==> src/rtl/ahb_sub_mux.sv <==
`default_nettype none
// ============================================================================
//  Module      : ahb_sub_mux
//  Description : AHB read-data / response multiplexer with an integrated
//                default subordinate. Registers the decoder's one-hot
//                address-phase select into a data-phase select and forwards
//                the selected subordinate's ready/resp/exOkay/rData back to
//                the manager. Transfers with an invalid select (none set, or
//                more than one set) get the two-cycle ERROR response.
//  Ports       : clk_i            clock
//                nReset_i         asynchronous active-low reset
//                sel_i            one-hot address-phase select
//                trans_i          HTRANS (bit 1 = active transfer)
//                subReadyOut_i    per-subordinate readyOut
//                subResp_i        per-subordinate resp (1 = ERROR)
//                subExOkay_i      per-subordinate exOkay
//                subRData_i       packed read data, slot i at [i*DW +: DW]
//                ready_o          shared transfer-complete
//                resp_o           shared response (1 = ERROR)
//                exOkay_o         shared exclusive status
//                rData_o          shared read data
//  Option      : AHB_SUB_MUX_ERR_LOG_EN adds addr_i, errAddr_o and
//                errCount_o (saturating count of default-subordinate errors,
//                address of the most recent one).
//  Revision    : 1.0 - initial release
// ============================================================================
module ahb_sub_mux #(
  parameter int DATA_WIDTH = 32,
`ifdef AHB_SUB_MUX_ERR_LOG_EN
  parameter int ADDR_WIDTH = 32,
`endif
  parameter int NUM_SUBS   = 4
) (
  input  logic                           clk_i,
  input  logic                           nReset_i,
  input  logic [NUM_SUBS-1:0]            sel_i,
  input  logic [2:0]                     trans_i,
  input  logic [NUM_SUBS-1:0]            subReadyOut_i,
  input  logic [NUM_SUBS-1:0]            subResp_i,
  input  logic [NUM_SUBS-1:0]            subExOkay_i,
  input  logic [NUM_SUBS*DATA_WIDTH-1:0] subRData_i,
`ifdef AHB_SUB_MUX_ERR_LOG_EN
  input  logic [ADDR_WIDTH-1:0]          addr_i,
  output logic [ADDR_WIDTH-1:0]          errAddr_o,
  output logic [7:0]                     errCount_o,
`endif
  output logic                           ready_o,
  output logic                           resp_o,
  output logic                           exOkay_o,
  output logic [DATA_WIDTH-1:0]          rData_o
);

  localparam logic [1:0] c_ST_IDLE = 2'd0;
  localparam logic [1:0] c_ST_ERR1 = 2'd1;
  localparam logic [1:0] c_ST_ERR2 = 2'd2;

  localparam logic [NUM_SUBS-1:0] c_ONE = NUM_SUBS'(1);

  logic [1:0]          state_q, state_d;
  logic [NUM_SUBS-1:0] dataSel_q, dataSel_d;

  logic active;
  logic valid;
  logic unused_trans;

  // Only NONSEQ/SEQ (bit 1) start a transfer; bits 0 and 2 carry no meaning here.
  assign active       = trans_i[1];
  assign unused_trans = trans_i[2] ^ trans_i[0];

  // Exactly one bit set: non-zero and clearing the lowest set bit leaves zero.
  assign valid = (sel_i != '0) && ((sel_i & (sel_i - c_ONE)) == '0);

  // --------------------------------------------------------------------------
  // State register
  // --------------------------------------------------------------------------
  always_ff @(posedge clk_i or negedge nReset_i) begin
    if (!nReset_i) begin
      state_q   <= c_ST_IDLE;
      dataSel_q <= '0;
    end else begin
      state_q   <= state_d;
      dataSel_q <= dataSel_d;
    end
  end

  // --------------------------------------------------------------------------
  // Next-state logic. The address phase is only accepted while the shared
  // ready is high; ERR1 drives ready low, so it always advances to ERR2.
  // --------------------------------------------------------------------------
  always_comb begin
    state_d   = state_q;
    dataSel_d = dataSel_q;
    case (state_q)
      c_ST_ERR1: begin
        state_d = c_ST_ERR2;
      end
      c_ST_IDLE, c_ST_ERR2: begin
        if (ready_o) begin
          if (active && valid) begin
            state_d   = c_ST_IDLE;
            dataSel_d = sel_i;
          end else if (active) begin
            state_d   = c_ST_ERR1;
            dataSel_d = '0;
          end else begin
            state_d   = c_ST_IDLE;
            dataSel_d = '0;
          end
        end
      end
      default: begin
        state_d   = c_ST_IDLE;
        dataSel_d = '0;
      end
    endcase
  end

  // --------------------------------------------------------------------------
  // Output logic. dataSel_q is at most one-hot, so the loop acts as a mux;
  // with no slot selected the default subordinate answers zero-wait OKAY.
  // --------------------------------------------------------------------------
  always_comb begin
    ready_o  = 1'b1;
    resp_o   = 1'b0;
    exOkay_o = 1'b0;
    rData_o  = '0;
    case (state_q)
      c_ST_ERR1: begin
        ready_o = 1'b0;
        resp_o  = 1'b1;
      end
      c_ST_ERR2: begin
        ready_o = 1'b1;
        resp_o  = 1'b1;
      end
      c_ST_IDLE: begin
        for (int i = 0; i < NUM_SUBS; i++) begin
          if (dataSel_q[i]) begin
            ready_o  = subReadyOut_i[i];
            resp_o   = subResp_i[i];
            exOkay_o = subExOkay_i[i];
            rData_o  = subRData_i[i*DATA_WIDTH +: DATA_WIDTH];
          end
        end
      end
      default: begin
        ready_o = 1'b1;
      end
    endcase
  end

`ifdef AHB_SUB_MUX_ERR_LOG_EN
  logic [ADDR_WIDTH-1:0] errAddr_q;
  logic [7:0]            errCount_q;

  // Every ERR1 entry comes from an accepted invalid address phase, so addr_i
  // is sampled in exactly the cycle that caused the error.
  always_ff @(posedge clk_i or negedge nReset_i) begin
    if (!nReset_i) begin
      errAddr_q  <= '0;
      errCount_q <= 8'd0;
    end else if (state_d == c_ST_ERR1) begin
      errAddr_q <= addr_i;
      if (errCount_q != 8'hFF) begin
        errCount_q <= errCount_q + 8'd1;
      end
    end
  end

  assign errAddr_o  = errAddr_q;
  assign errCount_o = errCount_q;
`endif

endmodule
`default_nettype wire

==> config.mk <==
export PLATFORM = sky130hd
export DESIGN_NAME = ahb_sub_mux
export DESIGN_NICKNAME = d
export VERILOG_FILES = /design/src/rtl/ahb_sub_mux.sv
export SDC_FILE = /design/constraint.sdc
export NUM_CORES = 1
export LEC_CHECK = 0
export ABC_CLOCK_PERIOD_IN_PS = 2350
export CORE_MARGIN = 10
export CORE_UTILIZATION = 27
export DETAILED_ROUTE_END_ITERATION = 7
export PLACE_DENSITY = 0.83
export SLEW_MARGIN = 5
export SYNTH_ARGS = -nofsm -noshare
export SYNTH_HDL_FRONTEND = slang
export SYNTH_SLANG_ARGS = --single-unit
==> constraint.sdc <==
create_clock -name clk_i -period 2.35 [get_ports clk_i]
set_input_delay 0.47 -clock clk_i [delete_from_list [all_inputs] [get_ports clk_i]]
set_output_delay 0.47 -clock clk_i [all_outputs]
set_load 0.05 [all_outputs]
### Yosys cells after proc, flatten, opt, wreduce, memory -nomap -nowiden

Cells that the tools add are included.

* register bits: 6
* input bits: 149
* word-level logic and storage cells: 43

* add/sub/neg operators: 1
* eq/ne operators: 3
* muxes and demuxes: 27
* bitwise gates (word level): 2
* reductions and logical operators: 8

Operators with widths (number)
* two-way mux 32 bit: 5
* two-way mux 1 bit: 15
* two-way mux 4 bit: 2
* case mux 4 bit (2 select lines): 1
* AND 4 bit: 1
* zero test 4 bit: 1
* case mux 1 bit (2 select lines): 2
* case mux 2 bit (2 select lines): 1
* nonzero test 4 bit: 1
* OR reduction 2 bit: 2
* subtractor 4 x 1 -> 4 bit, second input constant: 1
* == test 2 x 1 -> 1 bit, second input constant: 1
* == test 2 bit, second input constant: 1
* logical AND 1 bit: 2
* zero test 2 bit: 1
* two-way mux 2 bit: 1
* != test 2 bit, second input constant: 1
* AND reduction 2 bit: 1
* NOT 1 bit: 1

### Depth between registers and ports, before layout

* depth in word-level cells: 8
* mapped depth: 8
* mapped depth without buffers: 6

### Worst setup path after synthesis

No wires, ideal clock.

* kind: register to output
* start: register state_q[0]
* end: output port resp_o
* arrival: 2309 ps
* data required time: 1880 ps
* setup slack: -429 ps
* stages on the path, launching flop included: 9
* buffers on the path: 3
* cells stage by stage: dfrtp_1 inv_1 ha_1 clkbuf_1 nor2b_1 clkbuf_1 buf_2 nand3_1 a21oi_1

* word-level cells in the longest chain between the ends: 3
* elaborated cells between the ends (all ways): 5

Ends and longest elaborated chain
* start, declared: line 59 `logic [1:0] state_q, state_d;`
* start signal, assigned: line 78 `state_q <= c_ST_IDLE;`
* start signal, assigned: line 81 `state_q <= state_d;`
* == test 2 bit or == test 2 x 1 -> 1 bit (tied branches): line 127 `case (state_q)`
* OR reduction 2 bit (no line)
* case mux 1 bit (2 select lines) (*): line 127
* end, declared: line 48 `output logic resp_o,`

Mark *: on every way between the ends. The rest lies on a longest branch, timed or not.

### Final worst setup path

* start: input port subReadyOut_i[0]
* end: output port ready_o

* word-level cells in the longest chain between the ends: 5

Ends and longest elaborated chain
* start, declared: line 38 `input logic [NUM_SUBS-1:0] subReadyOut_i,`
* two-way mux 1 bit (4 in series): line 138 `if (dataSel_q[i]) begin`
* case mux 1 bit (2 select lines): line 127
* end, declared: line 47 `output logic ready_o,`

No other way between the ends.

==> metrics.md <==
| Metric | Value |
|---|---|
| Buffers and inverters on the worst path | 3 |
| Data arrival time at the worst-slack endpoint | 1800 ps |
| Num Clock Sinks | 6 |
| Hold Vio Cnt, Final | 0 |
| Count of antenna diodes in the layout | 0 |
| Yosys cell types | 29 |
| Total clock buffers created by CTS | 3 |
| Final routed wirelength across all metal layers | 10200 um |
| Warnings, synthesis | 0 |
| Tightest hold margin | about 500 ps |
| Post-DP HPWL | 8770 um |
| Core Box Area | 5240 um^2 |
| Area taken by flip-flops and latches | 151 um^2 |
| Startpoint type of the worst setup path | input port |
| Final period utilization | 96.5% |
| Largest delay share family, worst path | compound AO/OA/AOI/OAI gates |
| Number of antenna violations at the first check in global routing | 0 |
| Gpl congestion | 0.833 |
| Portion of total power attributed to sequential cells | ~6% |
| Number of storage elements in the synthesis netlist | 6 |
| Post-Route Skew | around 3.7 ps |
| Sequential share of the synthesized area | 10.1% |
| Peak supply drop | around 460 uV |
| Count of TritonRoute iterations in the first routing pass | 4 |
| Unrepaired setup endpoints after global routing | false |
| Reg clk slew, reported paths | 40 ps |
| Horizontal die dimension | 94.3 um |
| Largest stage delay, worst path | 470 ps |
| Count of pins on the block boundary | around 180 |
| CTS tree | yes |
| Initial core utilization | 28.4% |
| Type of the worst min-delay path | in2async |
| CTS root buffer | sky130_fd_sc_hd__clkbuf_8 |
| Worst-Skew Late Latency | ~220 ps |
| Net Count, Synth | 374 |
| Via count of the first global-routing pass | about 2500 |
| Required time at the endpoint of the critical path | 1880 ps |
| Run status | complete, no violations |
| Global-route congestion overflow total | 0 |
| Cell Pwr Density | 614 nW/um^2 |
| H-tree lvl count | 1 |
| Layout Utilization | around three quarters |
| Number of failing setup endpoints in the final timing report | 0 |
| Total Routing Usage GR | 21.8% |
| Antenna viol nets, final | 0 |
| List of cells traversed by the critical path | clkdlybuf4s50_1 > inv_2 > a221o_1 > a21o_1 > o21ai_2 > buf_12 |
| Leakage | 0.00149 uW |
| Pin count of the biggest net entering global routing | roughly 60 |
| Wire length per cell | approximately 22 um |
| Fmax | roughly 0.44 GHz |
| Die Footprint | 8880 um^2 |
| Die Height | ~94 um |
| First-pass GRT wire length | roughly 15000 um |
| Detailed-route vias per instance | 5.35 |
| Most common cell after layout, fill and taps aside | sky130_fd_sc_hd__clkdlybuf4s50_1 |
| Fraction of layout instances using a drive strength above 1 | ~22% |
| Number of pins with negative max-slew slack in the final report | 0 |
| Multi-input combinational cell area | 1300 um^2 |
| Share of total power in the clock network | 6.9% |
| Filler Cells Inserted | roughly 410 |
| Type of the worst setup path | in2out |
| Standard cell with the maximum stage delay on the critical path | sky130_fd_sc_hd__clkdlybuf4s50_1 |
| Net switching power figure | between 1000 and 1500 uW |
| Drc violations | 0 |
| Initial DRC count | 80 |
| Type of destination of the critical path | primary output |
| CTS hold repair buffers | 0 |
| Max Cap Violations | 0 |
| Via count | between 2000 and 2500 |
| Slew Limit Headroom | roughly three fifths |
| Mapped Cells | approximately 220 |
| Post-synthesis instance area | 1490 um^2 |
| Crit-path max FO | 3 |
| Growth of design area from synthesis to finish | 160% |
| Commonest cells after routing, fill and taps aside | sky130_fd_sc_hd__clkdlybuf4s50_1, sky130_fd_sc_hd__buf_12, sky130_fd_sc_hd__nand2_1, sky130_fd_sc_hd__a22oi_1 |
| Cell-internal power | 1250 uW |
| Average size of a mapped cell | 6.80 um^2 |
| Proportion of power drawn by combinational gates | between 80% and 90% |
| Worst slew pin tran | between 500 and 600 ps |
| Final worst path period need | 2270 ps |
| Switching portion of total power | 47.3% |
| Post-layout net count | 546 |
| Number of standard-cell rows in the floorplan | 26 |
| Clock buffer depth | 2 |
| IO Port Bufs | 181 |
[cells by family (layout without fill, tap and decap cells)]
kind of cell	Yosys count	in the layout	synth area share, %
AOI/OAI and AO/OA	116	116	55.0
xor gates and xnor gates	1	1	0.588
adders and majority gates	6	6	5.04
buffers and inverters	30	201	7.73
DFF	6	6	10.1
muxes	7	7	5.13
and+or+nand+nor	53	53	16.5
[cell type report]
type                       instances  area share [%]
clock buffer                       4            1.16
sequential                         6            3.90
multi-input combinational        183            33.5
inverter                           5           0.484
tap                               70            2.26
timing repair buffer             192            58.7
[registers in the layout, summed over array words and instances, names as in the netlist]
register,flops
state_q,2
dataSel_q,4
[power by group through the flow]
stage          clock network (uW)  logic (uW)  registers, uW
2_1_floorplan                   0        1060            144
3_3_place_gp                    0        2010            152
3_5_place_dp                    0        2040            153
4_1_cts                       166        2060            145
5_1_grt                       173        2200            150
6_report                      164        2070            146
[stage by stage]
| step | setup TNS (ps) | area (um^2) | cells | power [uW] | setup slack (ps) |
|---|---|---|---|---|---|
| after floorplan | -474 | 1550 | 219 | 1210 | -52.3 |
| after global placement | 0 | 3810 | 455 | 2170 | 2.44 |
| after detailed placement | -11.1 | 3810 | 455 | 2190 | -11.1 |
| after CTS | 0 | 3870 | 460 | 2380 | 7.02 |
| after global routing | 0 | 3880 | 460 | 2530 | 5.42 |
| final | 0 | 3880 | 460 | 2380 | 82.7 |
[worst register-to-register path, cell delays in order (launching register included)]
cell,delay [ps]
sky130_fd_sc_hd__dfrtp_1,330
sky130_fd_sc_hd__inv_1,80
sky130_fd_sc_hd__ha_1,240
sky130_fd_sc_hd__buf_4,170
sky130_fd_sc_hd__o21bai_1,180
sky130_fd_sc_hd__nor2_1,100
sky130_fd_sc_hd__a211oi_4,340
sky130_fd_sc_hd__mux2_1,370
[metal layers]
metal	wire length [um]	vias to the layer above	part of all wire, %	global-route usage (%)
met1	3750	1153	37	22.9
met3	1140	16	11	8.71
met4	229	0	2.2	5.32
li1	-	1177	-	-
met2	5130	114	50	39.3
met5	0	-	0	0
[Yosys cell counts (all sizes together)]
cell | number | area share, %
and3 | 1 | 0.42
and3b | 1 | 0.59
xor2 | 1 | 0.59
o211ai | 1 | 0.50
nand3 | 1 | 0.34
clkbuf | 23 | 5.8
mux2i | 2 | 1.3
o21bai | 1 | 0.50
mux2 | 5 | 3.8
nand2 | 34 | 8.6
buf | 2 | 0.67
a22o | 32 | 19
a21o | 3 | 1.5
nor3b | 2 | 1.0
ha | 6 | 5.0
a221o | 2 | 1.3
nor2 | 5 | 1.3
nor4b | 3 | 1.8
and2 | 1 | 0.42
a22oi | 32 | 16
o21ai | 35 | 12
nand2b | 2 | 0.84
inv | 5 | 1.3
nor2b | 3 | 1.3
dfrtp | 6 | 10
a21oi | 9 | 3.0
a211oi | 1 | 1.3
[worst paths after layout]
| kind | from | endpoint | slack (ps) | cells past startpoint |
|---|---|---|---|---|
| max | subReadyOut_i[0] | ready_o | 80 | 6 |
| min | nReset_i | state_q[0] | 500 | 1 |
| max reg2reg | state_q[0] | dataSel_q[2] | 410 | 7 |
| min reg2reg | dataSel_q[0] | dataSel_q[0] | 530 | 1 |
| max in group asynchronous | nReset_i | dataSel_q[2] | 1600 | 1 |
| min in group clk_i | dataSel_q[0] | dataSel_q[0] | 530 | 1 |
[what timing repair did]
action / in CTS / in global routing
pin swaps: 1 / 0
resized for setup: 1 / 3
setup endpoints to repair: 28 / 21
setup buffers: 1 / 0
Note: power is estimated with default switching activity, not from simulation.
